$ cat config.mk
export PLATFORM = sky130hd
export DESIGN_NAME = sustained_req_rr_arbiter
export DESIGN_NICKNAME = d
export VERILOG_FILES = /design/src/rtl/sustained_req_rr_arbiter.sv
export SDC_FILE = /design/constraint.sdc
export NUM_CORES = 1
export LEC_CHECK = 0
export ABC_CLOCK_PERIOD_IN_PS = 2300
export CORE_MARGIN = 3
export CORE_UTILIZATION = 54
export DETAILED_ROUTE_END_ITERATION = 6
export PLACE_DENSITY = 0.85
export SYNTH_ARGS = -nofsm -noshare
export SYNTH_HDL_FRONTEND = slang
export SYNTH_SLANG_ARGS = --single-unit
$ cat constraint.sdc
create_clock -name clk -period 2.3 [get_ports clk]
set_clock_uncertainty 0.15 [all_clocks]
set_input_delay 0.46 -clock clk [delete_from_list [all_inputs] [get_ports clk]]
set_output_delay 0.46 -clock clk [all_outputs]
set_load 0.02 [all_outputs]
$ cat src/rtl/sustained_req_rr_arbiter.sv
// sustained_req_rr_arbiter
// Round-robin arbiter that only grants requesters whose request has been
// held high for HOLD consecutive samples. Each grant lasts at most
// MAX_GRANT cycles and is followed by a one-cycle cool-down. The released
// owner must requalify from zero before it can win again.
module sustained_req_rr_arbiter #(
  parameter int N         = 4,
  parameter int HOLD      = 3,
  parameter int MAX_GRANT = 8
) (
  input  logic                 clk,
  input  logic                 rst,
  input  logic [N-1:0]         req,
  output logic [N-1:0]         qual,
  output logic [N-1:0]         gnt,
  output logic [$clog2(N)-1:0] gnt_id,
  output logic                 busy
);

  localparam int IW = $clog2(N);
  localparam int CW = $clog2(HOLD + 1);
  localparam int TW = (MAX_GRANT > 1) ? $clog2(MAX_GRANT) : 1;

  typedef enum logic [1:0] {
    IDLE  = 2'd0,
    GRANT = 2'd1,
    COOL  = 2'd2
  } state_t;

  state_t          state_q, state_d;
  logic [IW-1:0]   ptr_q, ptr_d;
  logic [IW-1:0]   id_q, id_d;
  logic [N-1:0]    gnt_q, gnt_d;
  logic [TW-1:0]   tcnt_q, tcnt_d;
  logic [CW-1:0]   cnt_q [N];
  logic [CW-1:0]   cnt_d [N];

  logic            found;
  logic [IW-1:0]   pick;
  logic            end_grant;
  logic            rel;

  // Saturating increment of a qualification counter.
  function automatic logic [CW-1:0] sat_inc(input logic [CW-1:0] v);
    if (v == CW'(HOLD)) sat_inc = v;
    else                sat_inc = v + CW'(1);
  endfunction

  // Requester index following i, wrapping at N.
  function automatic logic [IW-1:0] next_idx(input logic [IW-1:0] i);
    if (i == IW'(N - 1)) next_idx = '0;
    else                 next_idx = i + IW'(1);
  endfunction

  // One-hot vector with bit i set.
  function automatic logic [N-1:0] onehot(input logic [IW-1:0] i);
    onehot    = '0;
    onehot[i] = 1'b1;
  endfunction

  // Qualified flags decoded straight from the counter registers.
  always_comb begin
    qual = '0;
    for (int i = 0; i < N; i++) begin
      qual[i] = (cnt_q[i] == CW'(HOLD));
    end
  end

  // Pick the first qualified requester scanning from ptr upward, wrapping.
  always_comb begin
    int            idx;
    logic [IW-1:0] cand;
    found = 1'b0;
    pick  = '0;
    idx   = 0;
    cand  = '0;
    for (int k = 0; k < N; k++) begin
      idx  = (int'(ptr_q) + k) % N;
      cand = IW'(idx);
      if (!found && qual[cand]) begin
        found = 1'b1;
        pick  = cand;
      end
    end
  end

  // A grant ends when the owner drops its request or the length limit is hit;
  // both causes collapse into the same release.
  assign end_grant = !req[id_q] || (tcnt_q == TW'(MAX_GRANT - 1));

  // FSM state register.
  always_ff @(posedge clk or negedge rst) begin
    if (!rst) state_q <= IDLE;
    else      state_q <= state_d;
  end

  // FSM next-state logic.
  always_comb begin
    state_d = state_q;
    case (state_q)
      IDLE:    if (found) state_d = GRANT;
      GRANT:   if (end_grant) state_d = COOL;
      COOL:    state_d = IDLE;
      default: state_d = IDLE;
    endcase
  end

  // FSM outputs: next grant vector, owner id, grant timer, pointer, release strobe.
  always_comb begin
    gnt_d  = gnt_q;
    id_d   = id_q;
    tcnt_d = tcnt_q;
    ptr_d  = ptr_q;
    rel    = 1'b0;
    case (state_q)
      IDLE: begin
        if (found) begin
          gnt_d  = onehot(pick);
          id_d   = pick;
          tcnt_d = '0;
        end
      end
      GRANT: begin
        if (end_grant) begin
          gnt_d = '0;
          rel   = 1'b1;
          ptr_d = next_idx(id_q);
        end else begin
          tcnt_d = tcnt_q + TW'(1);
        end
      end
      default: gnt_d = '0;
    endcase
  end

  // Qualification counters; the released owner is forced back to zero.
  always_comb begin
    for (int i = 0; i < N; i++) begin
      cnt_d[i] = req[i] ? sat_inc(cnt_q[i]) : '0;
      if (rel && (id_q == IW'(i))) cnt_d[i] = '0;
    end
  end

  // Grant, owner, timer, pointer and counter registers.
  always_ff @(posedge clk or negedge rst) begin
    if (!rst) begin
      gnt_q  <= '0;
      id_q   <= '0;
      tcnt_q <= '0;
      ptr_q  <= '0;
      for (int i = 0; i < N; i++) cnt_q[i] <= '0;
    end else begin
      gnt_q  <= gnt_d;
      id_q   <= id_d;
      tcnt_q <= tcnt_d;
      ptr_q  <= ptr_d;
      for (int i = 0; i < N; i++) cnt_q[i] <= cnt_d[i];
    end
  end

  assign gnt    = gnt_q;
  assign gnt_id = id_q;
  assign busy   = (state_q != IDLE);

  a_gnt_onehot0 : assert property (@(posedge clk) disable iff (!rst) $onehot0(gnt_q));
  a_gnt_in_grant : assert property (@(posedge clk) disable iff (!rst)
                                    (gnt_q != '0) |-> (state_q == GRANT));
  a_busy_state : assert property (@(posedge clk) disable iff (!rst)
                                  busy == (state_q != IDLE));

endmodule

==> metrics.txt <==
Clock Sinks 21; commonest cells after routing, fill and taps aside 21 x dfrtp_1, 16 x nand2_1, 14 x ha_1; total gr overflow 0; synthesized area per cell 10.4 um2; max-slew violation count 0; sequential share of the synthesized area 39.3%; commonest non-fill, non-tap cell in the layout dfrtp_1; delay-heaviest family, CP buffers and inverters; synthesized area 1340 um2; Mapped Nets 148; Reg clk slew, reported paths 0.12 ns; Setup TNS 0 ns; Via Count slightly above 1000; Top Ports 17; # rows 17; DRT met1 WL 1.18 mm; placed insts 178; area leader, netlist dfrtp_1; final wirelength approximately 2.8 mm; Buffers on Ports 16; Post-CTS Setup Repair Bufs 0; Setup Viol. Count Final 0; pin count of the biggest net entering global routing 22; final net count approximately 180; Worst EP required 1.69 ns; maximum VDD drop 845 uV; cell count after synthesis between 100 and 150; FF+latch count, synth 21; H-tree levels 1; WP buf/inv 2; FF-to-FF End gnt_id[0]; min-delay worst type in2async; Total GRT Usage 20.0%; worst-margin pin slew approximately 0.38 ns; top-area cell type share of the netlist area 39.3%; clock buffer count from CTS 3; share of layout cells above drive strength 1 14.3%; pre-CTS WS around 0.0079 ns; drt wl/cell 15.6 um; Worst-Skew Late Latency 0.31 ns; fin crit period 2.19 ns; Power per Cell Area 1370 nW/um2; # diodes 0; Netlist cell types 32; first-pass GRT wire length 4.91 mm; Max-Cap Viols 0; Largest stage delay, worst path 0.56 ns; Crit Reg-Reg Startpoint cnt_q[2]; final hold vios 0; CP Cell Sequence nor2_1 > inv_1 > clkdlybuf4s50_1; fin crit share 95.0%; vias per inst 5.69; Finished Layout Cells ~180; Final ANT Viol Nets 0; main area contributors after synthesis dfrtp_1 39%, ha_1 13%, mux2i_1 6.7%; run status finished, final reports clean; # DRC 0; gpl congestion between 0.8 and 0.9; Slew headroom about 74%; Area Overhead vs Synth 20.9%; R2R cell count 4; top sig layer met4; hold_ws between 0.3 and 0.4 ns; metal3 WL approximately 120 um; Setup Crit Path Kind reg2out; crit end category output pin; clk root buf clkbuf_4; reg2reg setup slack 0.12 ns; CORE AREA 2280 um2; Max Fclk 457 MHz; DR pass1 iterations 6; initial antenna violation count 0; Pleak 0.829 nW; die width between 50 and 60 um; CTS tree yes; final worst slack 0.114 ns; metal2 WL 1.51 mm; vias in the first global route 1058; drt first-iter violations 48; CP arrival 1.58 ns; initial core utilization 58.8%; Die Area 3110 um2; Worst Path Max Fanout 4; Max Buffers Root-to-Sink 2; Synthesis Warnings 0; Die Ht ~56 um; slowest stage cell, crit path clkdlybuf4s50_1; startpoint types flop; DP HPWL 2.24 mm
[worst max-delay path by stage]
stage | endpoint | slack [ns] | startpoint | cells after the start
2_1_floorplan | gnt_id[0] | 0.07 | cnt_q[2] | 4
3_5_place_dp | cnt_q[5] | 0.008 | req[3] | 7
4_1_cts | qual[1] | 0.03 | cnt_q[4] | 3
3_3_place_gp | ptr_q[0] | 0.08 | req[3] | 4
6_report | busy | 0.11 | state_q[0] | 3
5_1_grt | gnt[3] | -0.002 | cnt_q[6] | 6
[per-layer routing]
layer	vias to the layer above	track usage [%]
met5	-	0
met4	0	9.03
met1	509	23.2
li1	503	-
met2	22	34.1
met3	2	5.57
[Yosys cell counts]
cell,count
a21oi_1,1
a21oi_2,1
a221oi_2,1
a22o_1,1
a2bb2oi_1,1
a31oi_1,2
a32o_1,1
a32oi_1,1
buf_2,1
buf_4,1
buf_6,1
dfrtp_1,21
ha_1,14
inv_1,8
mux2_2,1
mux2_4,1
mux2i_1,9
mux4_2,2
nand2_1,16
nand2b_1,5
nand3_1,7
nand3b_1,1
nor2_1,13
o2111a_1,1
o21ai_0,4
o21ai_1,2
o2bb2ai_1,2
o311a_1,1
o31a_1,1
o31ai_4,2
or2_1,1
xor2_1,4
[registers in the layout (all words and copies together) (netlist names)]
name / cells
gnt_id: 2
cnt_q: 8
ptr_q: 2
gnt: 4
state_q: 2
tcnt_q: 3
[worst register-to-register path, stage by stage (launching register included)]
cell and delay (ns):
dfrtp_1 0.43, ha_1 0.31, mux4_2 0.57, o31ai_4 0.30, mux2_4 0.32
[stage by stage]
stage | utilization (%) | power [mW] | area (um2)
2_1_floorplan | - | 1.59 | 1340
3_3_place_gp | 69.3 | 1.94 | 1580
3_5_place_dp | 69.3 | 2.02 | 1580
4_1_cts | 70.4 | 2.20 | 1600
5_1_grt | 71.0 | 2.38 | 1620
6_report | 71.0 | 2.21 | 1620
[layout make-up]
cell class	instances	area (um2)
multi-input combinational	96	766
fill	157	659
sequential	21	526
timing repair buffer	25	234
tap	28	35.0
inverter	8	30.0
clock buffer	4	26.3
[power by group]
group / total (mW) / internal [mW] / switching (mW)
Clock: 0.184 / 0.0679 / 0.116
Combinational: 1.34 / 0.633 / 0.707
Sequential: 0.692 / 0.522 / 0.170
[logic make-up (layout without fill, tap and decap cells)]
group                      after synthesis  after routing  share of synthesized area (%)
AOI/OAI and AO/OA                       22             22                           14.8
muxes                                   13             13                           12.1
adders and majority gates               14             14                           13.1
buffers and inverters                   11             37                           4.02
xor gates and xnor gates                 4              4                           2.62
DFF                                     21             21                           39.3
and+or+nand+nor                         43             43                           14.1
[timing repair]
item | CTS | global route
setup endpoints to repair | 1 | 8
gates resized for setup | 1 | 5
endpoints found under the hold margin | 0 | 0
pin swaps | 0 | 0
hold buffers | 0 | 0
Note: power is estimated with default switching activity, not from simulation.
